File: src/rtl/inst_fetch_queue.sv
// ============================================================================
// inst_fetch_queue
//
// Instruction fetch queue that sits between the IF and ID stages. It buffers
// {pc, inst} pairs from fetch, so IF can keep fetching while ID stalls, and it
// presents the oldest entry to decode. A branch/jump redirect from EX flushes
// every queued entry.
//
// Parameters
//   DEPTH  entry count; must be a power of two, >= 2
//   AW     pointer width, derived from DEPTH (do not override)
//
// Ports
//   i_cpu_clk          clock; all state updates on the rising edge
//   i_cpu_rst          synchronous reset, active-high
//   i_flush            redirect from EX; discards all queued entries
//   i_in_valid         fetch offers an entry this cycle
//   o_in_ready         queue accepts an entry (registered count != DEPTH)
//   i_in_pc            fetch PC
//   i_in_inst          fetched instruction word
//   o_out_valid        head entry valid
//   i_out_ready        ID consumes the head this cycle
//   o_out_pc           head PC (0 when empty)
//   o_out_inst         head instruction (LoongArch NOP when empty)
//   o_out_imm_field    o_out_inst[25:0]; drives the sign-extension unit's din
//   o_count            occupied entries, 0..DEPTH
//
// Build option
//   FWFT_BYPASS_EN     when defined, an entry offered to an empty queue is
//                      presented to decode in the same cycle; if decode takes
//                      it right away it is never stored.
// ============================================================================
module inst_fetch_queue #(
    parameter  int DEPTH = 4,
    localparam int AW    = $clog2(DEPTH)
) (
    input  logic          i_cpu_clk,
    input  logic          i_cpu_rst,
    input  logic          i_flush,
    input  logic          i_in_valid,
    output logic          o_in_ready,
    input  logic [31:0]   i_in_pc,
    input  logic [31:0]   i_in_inst,
    output logic          o_out_valid,
    input  logic          i_out_ready,
    output logic [31:0]   o_out_pc,
    output logic [31:0]   o_out_inst,
    output logic [25:0]   o_out_imm_field,
    output logic [AW:0]   o_count
);

    // andi r0,r0,0 -- what decode sees whenever the queue has nothing to offer
    localparam logic [31:0] InstNop   = 32'h0340_0000;
    localparam logic [AW:0] CountFull = (AW+1)'(DEPTH);
    localparam logic [AW:0] CountOne  = (AW+1)'(1);
    localparam logic [AW-1:0] PtrOne  = AW'(1);

    logic [31:0]   r_pc_mem   [DEPTH];
    logic [31:0]   r_inst_mem [DEPTH];
    logic [AW-1:0] r_wr_ptr;
    logic [AW-1:0] r_rd_ptr;
    logic [AW:0]   r_count;

    logic          w_in_ready;
    logic          w_not_empty;
    logic          w_bypass;
    logic          w_out_valid;
    logic          w_push;
    logic          w_pop;
    logic [31:0]   w_out_pc;
    logic [31:0]   w_out_inst;

    // Acceptance looks only at the registered count, so a full queue stays
    // closed even if decode pops in the same cycle. This keeps out_ready off
    // the in_ready timing path.
    assign w_in_ready  = (r_count != CountFull);
    assign w_not_empty = (r_count != '0);

`ifdef FWFT_BYPASS_EN
    // Empty queue with a live fetch: show the incoming entry straight away.
    // A redirect in the same cycle suppresses it, since that entry is dead.
    assign w_bypass = ~w_not_empty & i_in_valid & ~i_flush;
`else
    assign w_bypass = 1'b0;
`endif

    assign w_out_valid = w_not_empty | w_bypass;
    assign w_push      = i_in_valid & w_in_ready;
    assign w_pop       = w_out_valid & i_out_ready;

    // Head selection. A bypassed entry that is popped right away still walks
    // both pointers forward together, so it lands in the slot just being
    // vacated and the count stays at zero without special handling.
    always_comb begin
        w_out_pc   = 32'h0;
        w_out_inst = InstNop;
        if (w_not_empty) begin
            w_out_pc   = r_pc_mem[r_rd_ptr];
            w_out_inst = r_inst_mem[r_rd_ptr];
        end else if (w_bypass) begin
            w_out_pc   = i_in_pc;
            w_out_inst = i_in_inst;
        end
    end

    // Entry storage. It carries no reset: a slot is only ever read after it
    // has been written, and the empty-queue outputs come from the mux above.
    always_ff @(posedge i_cpu_clk) begin
        if (w_push) begin
            r_pc_mem[r_wr_ptr]   <= i_in_pc;
            r_inst_mem[r_wr_ptr] <= i_in_inst;
        end
    end

    // Pointer and occupancy bookkeeping. Reset and flush both return the
    // queue to empty, and either one wins over a push or pop in that cycle.
    // The pointers are power-of-two sized, so they wrap on their own.
    always_ff @(posedge i_cpu_clk) begin
        if (i_cpu_rst || i_flush) begin
            r_wr_ptr <= '0;
            r_rd_ptr <= '0;
            r_count  <= '0;
        end else begin
            if (w_push) begin
                r_wr_ptr <= r_wr_ptr + PtrOne;
            end
            if (w_pop) begin
                r_rd_ptr <= r_rd_ptr + PtrOne;
            end
            if (w_push && !w_pop) begin
                r_count <= r_count + CountOne;
            end else if (w_pop && !w_push) begin
                r_count <= r_count - CountOne;
            end
        end
    end

    assign o_in_ready      = w_in_ready;
    assign o_out_valid     = w_out_valid;
    assign o_out_pc        = w_out_pc;
    assign o_out_inst      = w_out_inst;
    assign o_out_imm_field = w_out_inst[25:0];
    assign o_count         = r_count;

endmodule

File: config.mk
export PLATFORM = sky130hd
export DESIGN_NAME = inst_fetch_queue
export DESIGN_NICKNAME = d
export VERILOG_FILES = /design/src/rtl/inst_fetch_queue.sv
export SDC_FILE = /design/constraint.sdc
export NUM_CORES = 1
export LEC_CHECK = 0
export ABC_CLOCK_PERIOD_IN_PS = 3000
export BUFFER_PORTS_ARGS = -buffer_cell sky130_fd_sc_hd__buf_4
export CAP_MARGIN = 20
export CORE_MARGIN = 2
export CORE_UTILIZATION = 30
export CTS_CLUSTER_SIZE = 40
export DETAILED_ROUTE_END_ITERATION = 10
export PLACE_DENSITY = 0.48
export SLEW_MARGIN = 20
export SYNTH_ARGS = -nofsm -noshare
export SYNTH_HDL_FRONTEND = slang
export SYNTH_SLANG_ARGS = --single-unit
File: constraint.sdc
create_clock -name i_cpu_clk -period 3 [get_ports i_cpu_clk]
set_clock_uncertainty 0.1 [all_clocks]
set_input_delay 0.3 -clock i_cpu_clk [delete_from_list [all_inputs] [get_ports i_cpu_clk]]
set_output_delay 0.3 -clock i_cpu_clk [all_outputs]
set_load 0.02 [all_outputs]
== Yosys cells after proc, flatten, opt, wreduce, memory -nomap -nowiden ==
Memory sizes are Yosys's and may differ from the RTL's. A register that Yosys moved wholly into a read port is not among the register bits.
Cells that the tools add are included.

* Bits in registers: 7
* Bits in writable memories: 256
* Input bits: 69
* Logic and storage cells: 29
* Memories: 2

* $add $sub $neg: 4
* Eq/ne operators: 1
* Muxes and demuxes: 10
* Bitwise gates (word level): 2
* Reductions and logical operators: 7

{| class="wikitable"
|+ Memories
! memory !! words !! bits a word !! rd ports !! clocked after Yosys merged registers in !! wr ports !! RTL line !! RTL
|-
| r_inst_mem || 4 || 32 || 1 || 1 || 1 || 59 || <nowiki>logic [31:0] r_inst_mem [DEPTH];</nowiki>
|-
| r_pc_mem || 4 || 32 || 1 || 1 || 1 || 58 || <nowiki>logic [31:0] r_pc_mem [DEPTH];</nowiki>
|}

{| class="wikitable"
|+ Operators with widths
! kind !! number
|-
| 2-to-1 mux 32 bit || 2
|-
| 2-to-1 mux 2 bit || 4
|-
| 2-to-1 mux 3 bit || 2
|-
| adder 2 x 1 -> 2 bit (second input constant) || 2
|-
| adder 3 x 1 -> 3 bit (second input constant) || 1
|-
| inequality test 3 bit (second input constant) || 1
|-
| nonzero test 3 bit || 1
|-
| subtractor 3 x 1 -> 3 bit (second input constant) || 1
|-
| bitwise AND 1 bit || 2
|-
| logical AND 1 bit || 2
|-
| zero test 1 bit || 2
|-
| 2-to-1 mux 1 bit || 2
|-
| nonzero test 2 bit || 1
|-
| logical OR 1 bit || 1
|}

== Depth between registers and ports, before layout ==
Gate-level depths: netlist of run 1.

* Word-level depth: 6
* Mapped depth: 9

== Worst setup path before layout of run 1 ==
Ideal clock, no wire load.

* Path type: register to register
* Start point: reg r_count[0], in the netlist o_count[0]
* End point: mem r_inst_mem[0][0], enable pin
* Setup time: 0.429 ns
* Data arrival time: 2.487 ns
* Required time: 2.471 ns
* Setup slack: -0.016 ns
* Cell stages (with the launch flop): 4
* Buffers on the path: 1
* Clock period less this slack: 3.016 ns
* Cell sequence: dfxtp_1 or3b_1 buf_2 and3_1

* Word-level cells in the longest chain between the ends: 4

{| class="wikitable"
|+ Ends and longest elaborated chain
! item !! RTL line !! RTL
|-
| start: declaration || 62 || <nowiki>logic [AW:0] r_count;</nowiki>
|-
| start signal: assignment || 131 || <nowiki>r_count <= r_count + CountOne;</nowiki>
|-
| start signal: assignment || 133 || <nowiki>r_count <= r_count - CountOne;</nowiki>
|-
| inequality test 3 bit || 76 || <nowiki>assign w_in_ready = (r_count != CountFull);</nowiki>
|-
| via o_in_ready || 41 || <nowiki>output logic o_in_ready,</nowiki>
|-
| bitwise AND 1 bit || 88 || <nowiki>assign w_push = i_in_valid & w_in_ready;</nowiki>
|-
| 2-to-1 mux 1 bit || 109 || <nowiki>if (w_push) begin</nowiki>
|-
| 2-to-1 mux 1 bit (not written as such) || 111 || <nowiki>r_inst_mem[r_wr_ptr] <= i_in_inst;</nowiki>
|-
| end: declaration || 59 ||
|}

The timed path passes the listed nets, and every way through them passes these cells.

==> results of run 1 <==
==> placed cells by master, fill, tap and decap left out, drive strengths merged <==
cell type / instances
a21oi: 2
and2: 62
and3: 4
buf: 175
bufinv: 3
clkbuf: 41
clkinv: 10
clkinvlp: 1
dfxtp: 9
dlygate4sd3: 68
edfxtp: 256
fa: 1
ha: 5
inv: 5
mux2i: 1
mux4: 64
nand2: 2
nand4: 2
nor2: 5
nor3: 1
o21ai: 3
o31ai: 2
or2: 4
or3: 2
or3b: 1
xor2: 3
==> synth_stat cells <==
master    count  area [um2]
or3_1         2        12.5
and2_1       61         382
nand4_1       2        12.5
nor3_2        1        10.0
inv_1         4        15.0
dfxtp_1       9         180
or3b_1        1        8.76
a21oi_1       2        10.0
ha_1          5        62.6
nand2_1       2        7.51
o21ai_1       1        5.00
buf_6         7        78.8
xor2_1        3        26.3
mux4_2       64        1440
nor2_1        5        18.8
or2_1         3        18.8
buf_4        26         195
fa_1          1        20.0
and2_4        1        8.76
o21ai_0       2        10.0
or2_2         1        6.26
clkbuf_1      8        30.0
mux2i_1       1        10.0
buf_2         7        35.0
o31ai_1       1        7.51
and3_1        4        25.0
o31ai_2       1        12.5
edfxtp_1    256        7690
==> registers in the layout, summed over array words and instances, names as in the netlist, named ones only <==
signal and cells:
r_wr_ptr 2, r_rd_ptr 2, o_count 3, r_pc_mem 128, r_inst_mem 128
==> area by class of cell <==
type / instances / area share [%]
Sequential cell: 265 / 57.5
Multi-Input combinational cell: 164 / 15.6
Timing Repair Buffer: 243 / 15.2
Clock buffer: 41 / 6.24
Tap cell: 448 / 4.10
Clock inverter: 15 / 1.18
Inverter: 4 / 0.128
==> cell families (layout without fill, tap and decap cells) <==
kind of cell,count (synthesis),after routing,synth area share (%)
DFF,265,265,76.1
and+or+nand+nor,83,83,4.94
muxes,65,65,14.0
buffers and inverters,52,303,3.43
AOI/OAI and AO/OA,7,7,0.436
adders and majority gates,6,6,0.799
xor gates and xnor gates,3,3,0.254
==> what timing repair did <==
action / 4_1_cts / 5_1_grt
setup endpoints to repair: 0 / 85
hold endpoints to repair: 258 / 0
gates resized for setup: 0 / 1
hold buffers: 68 / 0
==> per-layer routing <==
layer / global-route usage, % / wire (um)
met5: 0 / 0
met4: 2.56 / 287
met3: 2.53 / 1140
met2: 21.2 / 10900
met1: 15.3 / 9250
==> power groups by stage <==
stage / logic (W) / clock network, W / registers, W
floorplan: 0.000733 / 0 / 0.00430
global placement: 0.00122 / 0 / 0.00430
detailed placement: 0.00123 / 0 / 0.00431
CTS: 0.00131 / 0.00378 / 0.00423
global route: 0.00138 / 0.00392 / 0.00424
finish: 0.00127 / 0.00366 / 0.00423
==> worst max-delay path by stage <==
stage / end / slack [ps] / cells after the start
floorplan: o_count[2] / 620 / 9
global placement: o_count[2] / 680 / 8
detailed placement: o_count[2] / 630 / 8
CTS: o_out_inst[3] / 120 / 4
global route: o_out_imm_field[22] / 90 / 4
finish: o_out_imm_field[22] / 250 / 4
==> stage by stage <==
| stage | power, W | util [%] | area [um2] | std cells |
|---|---|---|---|---|
| 5_1_grt | 0.00954 | 40.6 | 13700 | 1180 |
| 2_1_floorplan | 0.00504 | - | 10300 | 481 |
| 6_report | 0.00916 | 40.6 | 13700 | 1180 |
| 4_1_cts | 0.00933 | 40.6 | 13700 | 1180 |
| 3_3_place_gp | 0.00552 | 35.6 | 12000 | 1056 |
| 3_5_place_dp | 0.00554 | 35.6 | 12000 | 1056 |
==> worst max-delay path: stages, from the launching register on <==
cell     delay, ps
dfxtp_4        540
buf_12         300
mux4_2         550
or2_1          240
buf_4          160
==> metrics.md, run 1 <==
| Metric | Value |
|---|---|
| Status | `completed` |
| Critical path type | `flop to primary output` |
| Total core area | `0.0337 mm2` |
| Initial Util | `30.7%` |
| Max_cap viols | `0` |
| Final hold vios | `0` |
| Vias in the first global route | `just under 6,000` |
| Least-Margin Pin Slew | `about 620 ps` |
| CTS clk-pin slew, worst paths | `60 ps` |
| Via/cell ratio | `~4.4` |
| RSZ-0062 raised after global routing | `false` |
| Hold Path Class | `input pin to flop` |
| DR vias | `5,237` |
| I/O Buffers | `163` |
| Post-DP HPWL | `between 10,000 and 15,000 um` |
| Seq/Total Area, Yosys | `76.1%` |
| DRT Wirelength | `21,500 um` |
| Pre-antenna DRT Iters | `4` |
| TritonCTS Sinks | `265` |
| First-pass GRT wire length | `33,200 um` |
| Clock root cell | `clkbuf_16` |
| Worst R2R Start | `o_count[0]` |
| Netlist cell types | `28` |
| Relative slew slack | `59.0%` |
| Drt initial violations | `288` |
| Avg Cell Area, Syn | `~21 um2` |
| Drt drc | `0` |
| Final Max Slew Viols | `0` |
| Mapped Cells | `just under 500` |
| Dpl ws | `627 ps` |
| Clock Tree Buf Depth | `3` |
| Maximum VDD drop | `0.000363 V` |
| WL per Instance | `18.3 um` |
| Die height | `190 um` |
| CP arrival | `2350 ps` |
| PnR worst setup slack | `252 ps` |
| # fillers | `slightly above 3,000` |
| Remaining Overflow, GRT | `0` |
| Number of synthesized register bits | `265` |
| Antenna violations before repair | `0` |
| Nets | `783` |
| Worst hold margin | `37.6 ps` |
| Share of power burned in registers | `between 40% and 50%` |
| Setup bufs post-CTS | `0` |
| Sw frac | `23.3%` |
| Pin count of the biggest net entering global routing | `63` |
| Pleak | `~4.7 nW` |
| Psw | `0.00214 W` |
| GR Util All Layers | `12.0%` |
| Synthesis Warnings | `0` |
| Multi-input gate area | `0.00214 mm2` |
| Worst Hold Launch | `i_flush` |
| IO Pins | `164` |
| CP Launch Type | `flop` |
| Cts bufs inserted | `30` |
| Netlist Area Pre-Place | `0.0103 mm2` |
| Syn nets | `approximately 560` |
| CTS tree | `yes` |
| Layout cell share with drive strength beyond 1 | `roughly 40%` |
| Diodes inserted | `0` |
| Required time worst endpoint | `2600 ps` |
| Reg area | `slightly below 0.008 mm2` |
| Hold Crit Depth | `3` |
| DRT antenna net count | `0` |
| Peak Freq | `364 MHz` |
| Combinational Power Share | `13.9%` |
| Reg2Reg Setup Slack | `~570 ps` |
| Clock power share | `39.9%` |
| Worst skew pair latency | `530 ps` |
| Pwr dens | `around 670 mW/mm2` |
| Fin Setup TNS | `0 ps` |
| Setup crit end kind | `primary output` |
| FF-to-FF End | `o_count[2]` |
| RePlAce Congestion | `0.666` |
| Area Growth Syn to Fin | `32.4%` |
| Row cnt | `67` |
| Fin crit share | `91.6%` |
| Internal | `around 0.0070 W` |
| Critical Path Fanout Max | `27` |
| Min Tclk post-route | `2750 ps` |
| Die X | `roughly 190 um` |
| Final setup viols | `0` |
| H-tree levels | `1` |
| R2R cell count | `8` |
| Die footprint | `0.0360 mm2` |
No activity file was read; power rests on OpenSTA's default activity.
==> inputs of run 2 (changes only) <==
--- a/config.mk
+++ b/config.mk
@@ -9,10 +9,10 @@
 export BUFFER_PORTS_ARGS = -buffer_cell sky130_fd_sc_hd__buf_4
 export CAP_MARGIN = 20
 export CORE_MARGIN = 2
-export CORE_UTILIZATION = 30
+export CORE_UTILIZATION = 45
 export CTS_CLUSTER_SIZE = 40
 export DETAILED_ROUTE_END_ITERATION = 10
-export PLACE_DENSITY = 0.48
+export PLACE_DENSITY = 0.66
 export SLEW_MARGIN = 20
 export SYNTH_ARGS = -nofsm -noshare
 export SYNTH_HDL_FRONTEND = slang
==> metrics.md, run 2 (synthesis gave the netlist of run 1 again) <==
| Metric | Value |
|---|---|
| Status | `completed (unchanged)` |
| Area Growth Syn to Fin | `29.2% (was 32.4%)` |
| Worst R2R Start | `o_count[0] (unchanged)` |
| Hold Path Class | `input pin to flop (unchanged)` |
| Crit-path slowest cell | `mux4_2 (unchanged)` |
| Initial Util | `45.8% (was 30.7%)` |
| Die X | `156 um (was 190 um)` |
| Critical Path Max Stage Delay | `610 ps (was 550 ps)` |
| Pleak | `4.69 nW (was 4.74 nW)` |
| RSZ-0062 raised after global routing | `false (unchanged)` |
| Clock root cell | `clkbuf_16 (unchanged)` |
| R2R cell count | `8 (unchanged)` |
| Hold Crit Depth | `3 (unchanged)` |
| Antenna violations before repair | `0 (unchanged)` |
| Least-Margin Pin Slew | `545 ps (was 615 ps)` |
| Overall power | `0.00886 W (was 0.00916 W)` |
| CTS tree | `yes (unchanged)` |
| H-tree levels | `1 (unchanged)` |
| DRT antenna net count | `0 (unchanged)` |
| Commonest non-fill, non-tap cell in the layout | `edfxtp_1 (unchanged)` |
| Cts bufs inserted | `26 (was 30)` |
| Worst skew pair latency | `510 ps (was 530 ps)` |
| Vias in the first global route | `5,435 (was 5,869)` |
| Die footprint | `0.0242 mm2 (was 0.0360 mm2)` |
| Final setup viols | `0 (unchanged)` |
| CTS clk-pin slew, worst paths | `60 ps (about the same)` |
| Max_cap viols | `0 (unchanged)` |
| Remaining Overflow, GRT | `0 (unchanged)` |
| Die height | `156 um (was 190 um)` |
| DRT Wirelength | `19,600 um (was 21,500 um)` |
| Drt drc | `0 (unchanged)` |
| Via/cell ratio | `5.12 (was 4.44)` |
| Design Area, Final | `0.0134 mm2 (was 0.0137 mm2)` |
| Pin count of the biggest net entering global routing | `65 (was 63)` |
| Layout cell share with drive strength beyond 1 | `40.8% (was 40.4%)` |
| I/O Buffers | `163 (unchanged)` |
| Critical path type | `flop to primary output (unchanged)` |
| RePlAce Congestion | `0.734 (was 0.666)` |
| Maximum VDD drop | `0.000462 V (was 0.000363 V)` |
| Fin crit share | `89.9% (was 91.6%)` |
| Pwr dens | `664 mW/mm2 (was 670 mW/mm2)` |
| DR vias | `5,155 (was 5,237)` |
| Peak Freq | `371 MHz (was 364 MHz)` |
| Min Tclk post-route | `2700 ps (was 2750 ps)` |
| Required time worst endpoint | `2600 ps (about the same)` |
| Critical Path Fanout Max | `64 (was 27)` |
| First-pass GRT wire length | `29,700 um (was 33,200 um)` |
| Total core area | `0.0226 mm2 (was 0.0337 mm2)` |
| PnR worst setup slack | `302 ps (was 252 ps)` |
| Relative slew slack | `63.6% (was 59.0%)` |
| Post-DP HPWL | `11,500 um (was 12,500 um)` |
| Setup crit end kind | `primary output (unchanged)` |
| Crit-path cells | `buf_12 > mux4_2 > and2_1 > buf_4 (was buf_12 > mux4_2 > or2_1 > buf_4)` |
| Dpl ws | `589 ps (was 627 ps)` |
| CP arrival | `2300 ps (was 2350 ps)` |
| Area after DPL | `0.0118 mm2 (was 0.0120 mm2)` |
| Pre-antenna DRT Iters | `4 (unchanged)` |
| Nets | `777 (was 783)` |
| IO Pins | `164 (unchanged)` |
| GR Util All Layers | `16.0% (was 12.0%)` |
| Worst Hold Launch | `i_in_valid (was i_flush)` |
| Setup bufs post-CTS | `0 (unchanged)` |
| Row cnt | `55 (was 67)` |
| Diodes inserted | `0 (unchanged)` |
| Drt initial violations | `344 (was 288)` |
| Clock Tree Buf Depth | `3 (unchanged)` |
| WL per Instance | `19.5 um (was 18.3 um)` |
| Final Max Slew Viols | `0 (unchanged)` |
| Final hold vios | `0 (unchanged)` |
| Fin Setup TNS | `0 ps (unchanged)` |
| CP Launch Type | `flop (unchanged)` |
| TritonCTS Sinks | `265 (unchanged)` |
| Commonest cells after routing, fill and taps aside | `256 x edfxtp_1, 167 x buf_4, 67 x dlygate4sd3_1 (was 256 x edfxtp_1, 168 x buf_4, 68 x dlygate4sd3_1)` |
-- run 2: changes by cell type in the layout (fill, tap and decap cells not counted) --
cell           change
bufinv_16          +1
inv_8              -1
clkbuf_8           -1
inv_4              -1
clkinv_4           -1
clkbuf_1           -4
clkinvlp_4         +1
buf_4              -1
inv_2              +1
clkinv_2           +3
inv_6              +1
dlygate4sd3_1      -1
clkbuf_16          -4
clkinv_1           -4
-- run 2: through the flow --
stage,util [%],instances,hold slack (ps)
floorplan,-,481,299
global placement,52.2,892,358
detailed placement,52.2,892,389
CTS,59.2,1006,3.58
global route,59.2,1006,8.51
finish,59.2,1006,21.0
-- run 2: worst max-delay path: cells and delay by family, from the launching register on --
kind                   cells  cell delay (ps)
buffers and inverters      2              600
flip-flops                 1              350
multiplexers               1              610
AND/OR/NAND/NOR            1              200
-- run 2: final timing paths --
path / end / slack [ps]
hold / removal: r_wr_ptr[1] / 20
hold reg to reg: flop / 400
setup reg to reg: o_count[2] / 580
setup / recovery: o_out_inst[12] / 300
-- run 2: per-layer routing --
metal  part of all wire [%]  track usage [%]  wire length [um]
met1                     42             21.2              8150
met2                     52             27.7             10100
met3                    5.0             2.83               980
met4                    1.9             4.46               374
met5                      0                0                 0
-- run 2: final cells by class --
class | instances | area, um2
clock buffer | 32 | 724
clock inverter | 15 | 188
fill | 1675 | 9210
inverter | 4 | 15.0
multi-input combinational | 164 | 2140
sequential | 265 | 7880
tap | 285 | 357
timing repair buffer | 241 | 2060
-- run 2: timing repair --
| action | CTS | global route |
|---|---|---|
| hold buffers | 67 | 0 |
| resized for setup | 0 | 0 |
| endpoints found under the hold margin | 257 | 0 |
| endpoints found under the setup margin | 0 | 0 |
-- run 2: power breakdown --
group / switching, W / internal, W
registers: 0.0000342 / 0.00419
logic: 0.000682 / 0.000599
clock network: 0.00130 / 0.00206
==> inputs of run 3 (changes only) <==
--- a/config.mk
+++ b/config.mk
@@ -9,10 +9,10 @@
 export BUFFER_PORTS_ARGS = -buffer_cell sky130_fd_sc_hd__buf_4
 export CAP_MARGIN = 20
 export CORE_MARGIN = 2
-export CORE_UTILIZATION = 45
+export CORE_UTILIZATION = 55
 export CTS_CLUSTER_SIZE = 40
 export DETAILED_ROUTE_END_ITERATION = 10
-export PLACE_DENSITY = 0.66
+export PLACE_DENSITY = 0.78
 export SLEW_MARGIN = 20
 export SYNTH_ARGS = -nofsm -noshare
 export SYNTH_HDL_FRONTEND = slang
==> metrics.md, run 3 (synthesis gave the netlist of run 1 again) <==
| Metric | Value |
|---|---|
| DRT antenna net count | `0 (unchanged)` |
| Row cnt | `50 (was 55)` |
| Max_cap viols | `0 (unchanged)` |
| Psw | `0.00201 W (about the same)` |
| # fillers | `1,115 (was 1,675)` |
| PnR worst setup slack | `258 ps (was 302 ps)` |
| DRT Wirelength | `20,500 um (was 19,600 um)` |
| Critical path type | `flop to primary output (unchanged)` |
| Relative slew slack | `60.4% (was 63.6%)` |
| Critical Path Max Stage Delay | `600 ps (was 610 ps)` |
| Pleak | `4.66 nW (was 4.69 nW)` |
| GR Util All Layers | `20.5% (was 16.0%)` |
| RSZ-0062 raised after global routing | `false (unchanged)` |
| Diodes inserted | `0 (unchanged)` |
| Initial Util | `55.6% (was 45.8%)` |
| Fin Setup TNS | `0 ps (unchanged)` |
| Design Area, Final | `0.0132 mm2 (was 0.0134 mm2)` |
| Worst Hold Launch | `i_in_valid (unchanged)` |
| Fin crit share | `91.4% (was 89.9%)` |
| Clock Tree Buf Depth | `3 (unchanged)` |
| Antenna violations before repair | `0 (unchanged)` |
| H-tree levels | `1 (unchanged)` |
| Commonest cells after routing, fill and taps aside | `256 x edfxtp_1, 166 x buf_4, 66 x dlygate4sd3_1 (was 256 x edfxtp_1, 167 x buf_4, 67 x dlygate4sd3_1)` |
| TritonCTS Sinks | `265 (unchanged)` |
| Combinational Power Share | `14.3% (was 14.5%)` |
| Sw frac | `23.0% (was 22.7%)` |
| Vias in the first global route | `5,605 (was 5,435)` |
| Pin count of the biggest net entering global routing | `63 (was 65)` |
| DR vias | `5,290 (was 5,155)` |
| Share of power burned in registers | `48.4% (was 47.7%)` |
| Drt drc | `0 (unchanged)` |
| Final hold vios | `0 (unchanged)` |
| Multi-input gate area | `0.00214 mm2 (unchanged)` |
| Die height | `141 um (was 156 um)` |
| R2R cell count | `8 (unchanged)` |
| Hold Crit Depth | `3 (unchanged)` |
| RePlAce Congestion | `0.757 (was 0.734)` |
| Crit-path cells | `buf_12 > mux4_2 > and2_1 > buf_4 (unchanged)` |
| Clock power share | `37.3% (was 37.9%)` |
| Reg2Reg Setup Slack | `590 ps (was 580 ps)` |
| Peak Freq | `365 MHz (was 371 MHz)` |
| Dpl ws | `607 ps (was 589 ps)` |
| Least-Margin Pin Slew | `594 ps (was 545 ps)` |
| First-pass GRT wire length | `31,000 um (was 29,700 um)` |
| Clock root cell | `clkbuf_16 (unchanged)` |
| Reg area | `0.00788 mm2 (unchanged)` |
| Die footprint | `0.0199 mm2 (was 0.0242 mm2)` |
| Setup bufs post-CTS | `0 (unchanged)` |
| Die X | `141 um (was 156 um)` |
| CP Launch Type | `flop (unchanged)` |
| Via/cell ratio | `5.55 (was 5.12)` |
| Total core area | `0.0186 mm2 (was 0.0226 mm2)` |
| I/O Buffers | `163 (unchanged)` |
| WHS Endpoint | `r_wr_ptr[0] (was r_wr_ptr[1])` |
| Commonest non-fill, non-tap cell in the layout | `edfxtp_1 (unchanged)` |
| Worst R2R Start | `o_count[0] (unchanged)` |
| Required time worst endpoint | `2600 ps (about the same)` |
| Setup crit end kind | `primary output (unchanged)` |
| Min Tclk post-route | `2740 ps (was 2700 ps)` |
| Pwr dens | `663 mW/mm2 (was 664 mW/mm2)` |
| Status | `completed (unchanged)` |
| Crit-path slowest cell | `dfxtp_4 (was mux4_2)` |
| Critical Path Fanout Max | `22 (was 64)` |
| CP arrival | `2340 ps (was 2300 ps)` |
| WL per Instance | `21.5 um (was 19.5 um)` |
| Worst skew pair latency | `510 ps (about the same)` |
| Remaining Overflow, GRT | `0 (unchanged)` |
| Post-DP HPWL | `11,800 um (was 11,500 um)` |
| Cts bufs inserted | `27 (was 26)` |
| Area after DPL | `0.0117 mm2 (was 0.0118 mm2)` |
| Final Max Slew Viols | `0 (unchanged)` |
| CTS clk-pin slew, worst paths | `60 ps (about the same)` |
| IO Pins | `164 (unchanged)` |
| Area Growth Syn to Fin | `27.9% (was 29.2%)` |
| Drt initial violations | `318 (was 344)` |
| Layout cell share with drive strength beyond 1 | `39.9% (was 40.8%)` |
| Pre-antenna DRT Iters | `4 (unchanged)` |
| CTS tree | `yes (unchanged)` |
| Maximum VDD drop | `0.000681 V (was 0.000462 V)` |
| Nets | `775 (was 777)` |
| Final setup viols | `0 (unchanged)` |
| Hold Path Class | `input pin to flop (unchanged)` |
| FF-to-FF End | `o_count[2] (unchanged)` |
| Internal | `0.00675 W (was 0.00685 W)` |
run 3: metrics by stage:
step	power, W	util [%]	hold slack (ps)	cells
final	0.00876	71.2	30.5	954
after global routing	0.00907	71.2	18.0	954
after CTS	0.00885	71.2	8.95	954
after detailed placement	0.00551	62.9	385	839
after global placement	0.00547	62.9	355	839
after floorplan	0.00504	-	299	481
run 3: repair_timing:
| item | in CTS | in global routing |
|---|---|---|
| hold buffers | 66 | 0 |
| gates resized for setup | 0 | 2 |
| endpoints found under the hold margin | 257 | 0 |
| endpoints found under the setup margin | 0 | 84 |
run 3: metal layers:
layer  up-vias  share of wire (%)  wire length, um  track usage [%]
met5         -                  0                0                0
met4         0                1.8              365             4.89
met3        32                4.9             1010             3.23
met2       182                 53            10800             36.3
met1      2732                 41             8320             27.0
li1       2344                  -                -                -
run 3: worst max-delay path, delay by kind of cell, from the launching register on:
kind | cells | cell delay [ps]
DFF | 1 | 600
muxes | 1 | 550
buffers and inverters | 2 | 440
and+or+nand+nor | 1 | 210
run 3: final cells by class:
type	count	share of cell area (%)
clock buffer	29	5.17
inverter	4	0.132
sequential	265	59.6
tap	234	2.21
multi-input combinational	164	16.2
clock inverter	20	1.45
timing repair buffer	238	15.3
run 3: how the worst max path moves through the flow:
stage                          to  cells after the start        from  slack [ps]
2_1_floorplan          o_count[2]                      9  o_count[0]         620
3_3_place_gp           o_count[2]                      8  o_count[0]         760
3_5_place_dp           o_count[2]                      8  o_count[0]         610
4_1_cts        o_out_imm_field[8]                      4  o_count[1]         140
5_1_grt             o_out_inst[8]                      4  o_count[1]         120
6_report            o_out_inst[0]                      4        flop         260
run 3: power groups by stage:
stage / combinational (W) / clock [W] / sequential, W
final: 0.00126 / 0.00327 / 0.00424
after global routing: 0.00134 / 0.00348 / 0.00425
after CTS: 0.00127 / 0.00334 / 0.00424
after detailed placement: 0.00119 / 0 / 0.00432
after global placement: 0.00117 / 0 / 0.00430
after floorplan: 0.000733 / 0 / 0.00430
